$ cat config.mk
export PLATFORM = sky130hd
export DESIGN_NAME = irrigation_timer_ctrl_flat
export DESIGN_NICKNAME = d
export VERILOG_FILES = /design/src/rtl/irrigation_pkg.sv /design/src/rtl/irrigation_timer_ctrl_if.sv /design/src/rtl/irrigation_timer_ctrl_tick_prescaler.sv /design/src/rtl/irrigation_timer_ctrl.sv /design/src/flat_wrapper.sv
export SDC_FILE = /design/constraint.sdc
export NUM_CORES = 1
export LEC_CHECK = 0
export ABC_AREA = 1
export CAP_MARGIN = 20
export CORE_MARGIN = 1
export CORE_UTILIZATION = 40
export DETAILED_ROUTE_END_ITERATION = 8
export PLACE_DENSITY = 0.69
export SLEW_MARGIN = 20
export SYNTH_ARGS = -nofsm -noshare
export SYNTH_HDL_FRONTEND = slang
export SYNTH_SLANG_ARGS = --single-unit
$ cat constraint.sdc
create_clock -name clk -period 1.7 [get_ports clk]
set_clock_uncertainty 0.1 [all_clocks]
set_input_delay 0.17 -clock clk [delete_from_list [all_inputs] [get_ports clk]]
set_output_delay 0.17 -clock clk [all_outputs]
set_load 0.05 [all_outputs]
$ cat src/rtl/irrigation_pkg.sv
// Shared types and constants for the irrigation timer controller: FSM state
// encoding, counter width/terminal value and watchdog limit.
package irrigation_pkg;

  typedef enum logic [2:0] {
    IDLE      = 3'd0,
    LOAD      = 3'd1,
    WATER     = 3'd2,
    SOAK_LOAD = 3'd3,
    SOAK      = 3'd4,
    DONE      = 3'd5,
    FAULT     = 3'd6
  } state_e;

  localparam int             CNT_W      = 4;
  localparam logic [CNT_W-1:0] CNT_MAX  = 4'hF;
  localparam int             WDOG_LIMIT = 16;
  localparam int             WDOG_W     = 5;

  function automatic logic is_count_state(state_e s);
    return (s == WATER) || (s == SOAK);
  endfunction

endpackage

$ cat src/rtl/irrigation_timer_ctrl_if.sv
// Bundle of sequencer-side (start/abort/duration, status) and counter-side
// (load/d/up_down/cten_n, q/max_min) signals of the irrigation timer controller.
interface irrigation_timer_ctrl_if;
  import irrigation_pkg::*;

  logic             start;
  logic             abort;
  logic [CNT_W-1:0] duration;
  logic             valve_on;
  logic             busy;
  logic             done;
  logic             fault;
  logic             cnt_load;
  logic [CNT_W-1:0] cnt_d;
  logic             cnt_up_down;
  logic             cnt_cten_n;
  logic [CNT_W-1:0] cnt_q;
  logic             cnt_max_min;

  // Controller view
  modport slave (
    input  start, abort, duration, cnt_q, cnt_max_min,
    output valve_on, busy, done, fault, cnt_load, cnt_d, cnt_up_down, cnt_cten_n
  );

  // Environment view: sequencer plus counter
  modport master (
    output start, abort, duration, cnt_q, cnt_max_min,
    input  valve_on, busy, done, fault, cnt_load, cnt_d, cnt_up_down, cnt_cten_n
  );

endinterface

$ cat src/rtl/irrigation_timer_ctrl_tick_prescaler.sv
// Divides clk by PRESCALE while enabled; restarts from zero on clear so the
// first tick of a phase lands PRESCALE-1 cycles after entry.
module tick_prescaler #(
  parameter int PRESCALE = 4
) (
  input  logic clk,
  input  logic rst,
  input  logic clear_i,
  input  logic en_i,
  output logic tick_o
);

  localparam int                PRE_W    = (PRESCALE > 2) ? $clog2(PRESCALE) : 1;
  localparam logic [PRE_W-1:0]  PRE_LAST = PRE_W'(PRESCALE - 1);

  logic [PRE_W-1:0] pre_q, pre_d;

  always_comb begin
    pre_d = pre_q;
    if (clear_i || !en_i) begin
      pre_d = '0;
    end else if (pre_q == PRE_LAST) begin
      pre_d = '0;
    end else begin
      pre_d = pre_q + 1'b1;
    end
  end

  always_ff @(posedge clk) begin
    if (rst) begin
      pre_q <= '0;
    end else begin
      pre_q <= pre_d;
    end
  end

  assign tick_o = en_i && (pre_q == PRE_LAST);

endmodule

$ cat src/rtl/irrigation_timer_ctrl.sv
// Irrigation timer controller: loads the external 4-bit counter, gates the valve
// for one watering cycle per start, with a per-phase watchdog.
// Optional soak phase after watering: define IRRIG_SOAK_PHASE_EN.
module irrigation_timer_ctrl
  import irrigation_pkg::*;
#(
  parameter int PRESCALE = 4
) (
  input logic                    clk,
  input logic                    rst,
  irrigation_timer_ctrl_if.slave ctrl_if
);

  state_e            state_q, state_d;
  logic [CNT_W-1:0]  dur_q, dur_d;
  logic [WDOG_W-1:0] wdog_q, wdog_d;
  logic              counting;
  logic              phase_entry;
  logic              tick;
  logic              tick_eff;
  logic              wdog_expire;

  assign counting    = is_count_state(state_q);
  assign phase_entry = (state_d != state_q);

  tick_prescaler #(.PRESCALE(PRESCALE)) u_prescaler (
    .clk     (clk),
    .rst     (rst),
    .clear_i (phase_entry),
    .en_i    (counting),
    .tick_o  (tick)
  );

  // Ticks are swallowed at terminal count so the counter never wraps.
  assign tick_eff    = tick & ~ctrl_if.cnt_max_min;
  assign wdog_expire = tick_eff && (wdog_q == WDOG_W'(WDOG_LIMIT - 1));

  always_comb begin
    state_d = state_q;
    dur_d   = dur_q;
    unique case (state_q)
      IDLE: begin
        if (ctrl_if.start && !ctrl_if.abort) begin
          dur_d   = ctrl_if.duration;
          state_d = LOAD;
        end
      end
      LOAD:  state_d = (dur_q != '0) ? WATER : DONE;
      WATER: begin
        if (ctrl_if.cnt_max_min) begin
`ifdef IRRIG_SOAK_PHASE_EN
          state_d = SOAK_LOAD;
`else
          state_d = DONE;
`endif
        end else if (wdog_expire) begin
          state_d = FAULT;
        end
      end
`ifdef IRRIG_SOAK_PHASE_EN
      SOAK_LOAD: state_d = SOAK;
      SOAK: begin
        if (ctrl_if.cnt_max_min) begin
          state_d = DONE;
        end else if (wdog_expire) begin
          state_d = FAULT;
        end
      end
`endif
      DONE:    state_d = IDLE;
      FAULT:   state_d = FAULT;
      default: state_d = IDLE;
    endcase
    if (ctrl_if.abort && (state_q != IDLE)) begin
      state_d = IDLE;
    end
  end

  always_comb begin
    wdog_d = wdog_q;
    if (phase_entry || !counting) begin
      wdog_d = '0;
    end else if (tick_eff) begin
      wdog_d = wdog_q + 1'b1;
    end
  end

  always_ff @(posedge clk) begin
    if (rst) begin
      state_q <= IDLE;
      dur_q   <= '0;
      wdog_q  <= '0;
    end else begin
      state_q <= state_d;
      dur_q   <= dur_d;
      wdog_q  <= wdog_d;
    end
  end

  always_comb begin
    ctrl_if.valve_on    = 1'b0;
    ctrl_if.busy        = 1'b0;
    ctrl_if.done        = 1'b0;
    ctrl_if.fault       = 1'b0;
    ctrl_if.cnt_load    = 1'b0;
    ctrl_if.cnt_d       = '0;
    ctrl_if.cnt_up_down = 1'b1;
    ctrl_if.cnt_cten_n  = ~tick_eff;
    unique case (state_q)
      IDLE: ;
      LOAD: begin
        ctrl_if.busy     = 1'b1;
        ctrl_if.cnt_load = 1'b1;
        ctrl_if.cnt_d    = dur_q;
      end
      WATER: begin
        ctrl_if.busy     = 1'b1;
        ctrl_if.valve_on = 1'b1;
      end
`ifdef IRRIG_SOAK_PHASE_EN
      SOAK_LOAD: begin
        ctrl_if.busy        = 1'b1;
        ctrl_if.cnt_load    = 1'b1;
        ctrl_if.cnt_up_down = 1'b0;
      end
      SOAK: begin
        ctrl_if.busy        = 1'b1;
        ctrl_if.cnt_up_down = 1'b0;
      end
`endif
      DONE: begin
        ctrl_if.busy = 1'b1;
        ctrl_if.done = 1'b1;
      end
      FAULT:   ctrl_if.fault = 1'b1;
      default: ;
    endcase
  end

endmodule

$ cat src/flat_wrapper.sv
// flat-port wrapper written by rule: the top's interface ports become plain ports
module irrigation_timer_ctrl_flat import irrigation_pkg::*;
#(
  parameter int PRESCALE = 4
)
  (clk, rst, ctrl_if_start, ctrl_if_abort, ctrl_if_duration, ctrl_if_cnt_q, ctrl_if_cnt_max_min, ctrl_if_valve_on, ctrl_if_busy, ctrl_if_done, ctrl_if_fault, ctrl_if_cnt_load, ctrl_if_cnt_d, ctrl_if_cnt_up_down, ctrl_if_cnt_cten_n);
  irrigation_timer_ctrl_if ctrl_if_i ();
  input logic clk;
  input logic rst;
  input wire logic [$bits(ctrl_if_i.start)-1:0] ctrl_if_start;
  input wire logic [$bits(ctrl_if_i.abort)-1:0] ctrl_if_abort;
  input wire logic [$bits(ctrl_if_i.duration)-1:0] ctrl_if_duration;
  input wire logic [$bits(ctrl_if_i.cnt_q)-1:0] ctrl_if_cnt_q;
  input wire logic [$bits(ctrl_if_i.cnt_max_min)-1:0] ctrl_if_cnt_max_min;
  output wire logic [$bits(ctrl_if_i.valve_on)-1:0] ctrl_if_valve_on;
  output wire logic [$bits(ctrl_if_i.busy)-1:0] ctrl_if_busy;
  output wire logic [$bits(ctrl_if_i.done)-1:0] ctrl_if_done;
  output wire logic [$bits(ctrl_if_i.fault)-1:0] ctrl_if_fault;
  output wire logic [$bits(ctrl_if_i.cnt_load)-1:0] ctrl_if_cnt_load;
  output wire logic [$bits(ctrl_if_i.cnt_d)-1:0] ctrl_if_cnt_d;
  output wire logic [$bits(ctrl_if_i.cnt_up_down)-1:0] ctrl_if_cnt_up_down;
  output wire logic [$bits(ctrl_if_i.cnt_cten_n)-1:0] ctrl_if_cnt_cten_n;
  assign ctrl_if_i.start = ctrl_if_start;
  assign ctrl_if_i.abort = ctrl_if_abort;
  assign ctrl_if_i.duration = ctrl_if_duration;
  assign ctrl_if_i.cnt_q = ctrl_if_cnt_q;
  assign ctrl_if_i.cnt_max_min = ctrl_if_cnt_max_min;
  assign ctrl_if_valve_on = ctrl_if_i.valve_on;
  assign ctrl_if_busy = ctrl_if_i.busy;
  assign ctrl_if_done = ctrl_if_i.done;
  assign ctrl_if_fault = ctrl_if_i.fault;
  assign ctrl_if_cnt_load = ctrl_if_i.cnt_load;
  assign ctrl_if_cnt_d = ctrl_if_i.cnt_d;
  assign ctrl_if_cnt_up_down = ctrl_if_i.cnt_up_down;
  assign ctrl_if_cnt_cten_n = ctrl_if_i.cnt_cten_n;
  irrigation_timer_ctrl #(.PRESCALE(PRESCALE)) u_core (.clk(clk), .rst(rst), .ctrl_if(ctrl_if_i));
endmodule
==> impl_metrics.env <==
export IMPL_antenna_cells=0
export IMPL_hold_viol_final=0
export IMPL_rr_startpoint="u_core.wdog_q[0]$_SDFFE_PP0P_"
export IMPL_final_area_sq_mm=0.00120
export IMPL_synth_fp_nets=127
export IMPL_p_leak_uw=0.000517
export IMPL_hold_depth=1
export IMPL_worstHoldStart="u_core.u_prescaler.pre_q[0]$_SDFF_PP0_"
export IMPL_die_x_um=46.1
export IMPL_utilization=0.674
export IMPL_yosys_warnings=0
export IMPL_dr_first_iter_drc_count=16
export IMPL_vias_per_cell=4.63
export IMPL_ir_worst_vdd_v=0.000523
export IMPL_h_tree_depth=1
export IMPL_crit_start="u_core.wdog_q[0]$_SDFFE_PP0P_"
export IMPL_hold_class="register to register"
export IMPL_drt_wl_total_um=1720
export IMPL_route_detailed_drc=0
export IMPL_synth_seq_cells=14
export IMPL_start_kind="register"
export IMPL_die_area_sq_mm=0.00213
export IMPL_pin_count=24
export IMPL_synth_sequential_area_ratio=0.360
export IMPL_clkTransAtPathRegs_ns=0.09
export IMPL_rsz0062_at_grt="yes"
export IMPL_grt_use_total=0.175
export IMPL_grt_pass1_wl_um=2620
export IMPL_cp_required_ns=1.82
export IMPL_crit_type="register to register"
export IMPL_worstRegToRegCells=10
export IMPL_clk_latency_ns=0.28
export IMPL_r2r_end="u_core.wdog_q[4]$_SDFFE_PP0P_"
export IMPL_setup_viol=0
export IMPL_gp_congestion=0.872
export IMPL_finalCriticalPeriod_ns=1.67
export IMPL_drtAntennaViolNets=0
export IMPL_grt_overflow_total=0
export IMPL_status="finished clean"
export IMPL_tns_ns=0
export IMPL_final_cell_mix="nor2_1 (18), nand2_1 (15), inv_1 (14)"
export IMPL_root_buffer="clkbuf_4"
export IMPL_place_area_sq_mm=0.00110
export IMPL_path_max_fanout=5
export IMPL_grt_pass1_vias=648
export IMPL_clockBufferDepth=2
export IMPL_nNetsFinal=155
export IMPL_syn_inst=111
export IMPL_crit_arrival_ns=1.80
export IMPL_regToRegSetupSlack_ns=0.03
export IMPL_wl_per_cell_um=10.5
export IMPL_antenna_found_initial=0
export IMPL_end_kind="register"
export IMPL_grt_max_degree=10
export IMPL_maxCapViolCount=0
export IMPL_numPortBuffers=18
export IMPL_vias=755
export IMPL_cts_buffers=3
export IMPL_drive_above_1_share=0.370
export IMPL_first_pass_iters=4
export IMPL_final_common_cell="nor2_1"
export IMPL_whs_ns=0.328
export IMPL_power_density_mw_per_mm2=686
export IMPL_synth_area_sq_um=778
export IMPL_areaGrowthSynthToFinish_pct=54.5
export IMPL_maxSlewViolCount=0
export IMPL_clock_fmax_ghz=0.597
export IMPL_start_util=0.436
export IMPL_rows=15
export IMPL_fin_crit_sh=0.985
export IMPL_ctsHoldBuffers=0
export IMPL_syn_area_per_cell_sq_um=7.01
export IMPL_crit_path_end="u_core.wdog_q[4]$_SDFFE_PP0P_"
export IMPL_clock_sinks=14
export IMPL_cts_tree="yes"
export IMPL_design_core_area_sq_mm=0.00178
export IMPL_hpwl_um=1300
export IMPL_die_h_um=46.1
export IMPL_netlist_cell_type_count=22
-- cell type report --
cell class | instances | area (sq um)
clock buffer | 4 | 36.3
fill | 143 | 581
inverter | 21 | 78.8
multi-input combinational | 75 | 443
sequential | 14 | 288
tap | 25 | 31.3
timing repair buffer | 24 | 325
-- Yosys cell counts, drive strengths merged --
cell	count	area, sq um
dfxtp	14	280
clkinv	1	3.75
conb	1	3.75
ha	3	37.5
buf	1	7.51
a21oi	5	28.8
xor2	3	26.3
inv	20	75.1
nor2	26	108
nand3	8	67.6
nand2	18	72.6
o21ai	8	43.8
nand4	2	12.5
mux2	1	11.3
-- worst max-delay path, stage by stage, from the launching register on --
cell and delay (ns):
dfxtp_2 0.34, ha_2 0.17, inv_2 0.04, nor2_2 0.09, ha_2 0.18, nand4_1 0.11
nand3_2 0.11, nand2_2 0.07, a21oi_2 0.15, nand3_2 0.14, nor2_1 0.13
-- state kept, by name (all words and copies together) (netlist names) --
signal and cells:
u_core.dur_q 4, u_core.state_q 3, u_core.u_prescaler.pre_q 2, u_core.wdog_q 5
-- where the power goes --
group	internal, uW	switching [uW]
Combinational	97.3	132
Clock	130	109
Sequential	342	14.1
-- routing by layer --
metal	wire length, um	global-route usage
met2	857	0.299
met5	0	0
met1	728	0.203
met3	102	0.0275
met4	29	0.106
-- cells by family after synthesis --
group | synth area share
AO/OA/AOI/OAI | 0.0932
XOR/XNOR | 0.0338
adder cells (fa/ha/maj) | 0.0482
buffers and inverters | 0.111
flip-flops | 0.360
multiplexers | 0.0145
other | 0.00482
AND/OR/NAND/NOR | 0.334
-- what timing repair did --
action,CTS,global route
pin swaps,4,6
buffers inserted,1,4
endpoints found under the setup margin,2,8
gates resized for setup,5,10
-- stage by stage --
step / total power, uW / setup slack, ns / std cells
detailed placement: 575 / -0.0185 / 154
global placement: 572 / 0.0286 / 154
global route: 870 / -0.0905 / 163
finish: 825 / 0.0255 / 163
floorplan: 493 / 0.0801 / 111
CTS: 815 / 0.0109 / 159
-- worst min-delay path by stage --
| stage | to |
|---|---|
| final | u_core.u_prescaler.pre_q[0]$_SDFF_PP0_ |
| after CTS | u_core.u_prescaler.pre_q[0]$_SDFF_PP0_ |
| after floorplan | u_core.state_q[0]$_SDFF_PP0_ |
| after global routing | u_core.u_prescaler.pre_q[0]$_SDFF_PP0_ |
| after detailed placement | u_core.u_prescaler.pre_q[0]$_SDFF_PP0_ |
| after global placement | u_core.u_prescaler.pre_q[0]$_SDFF_PP0_ |
Note: power is estimated with default switching activity, not from simulation.
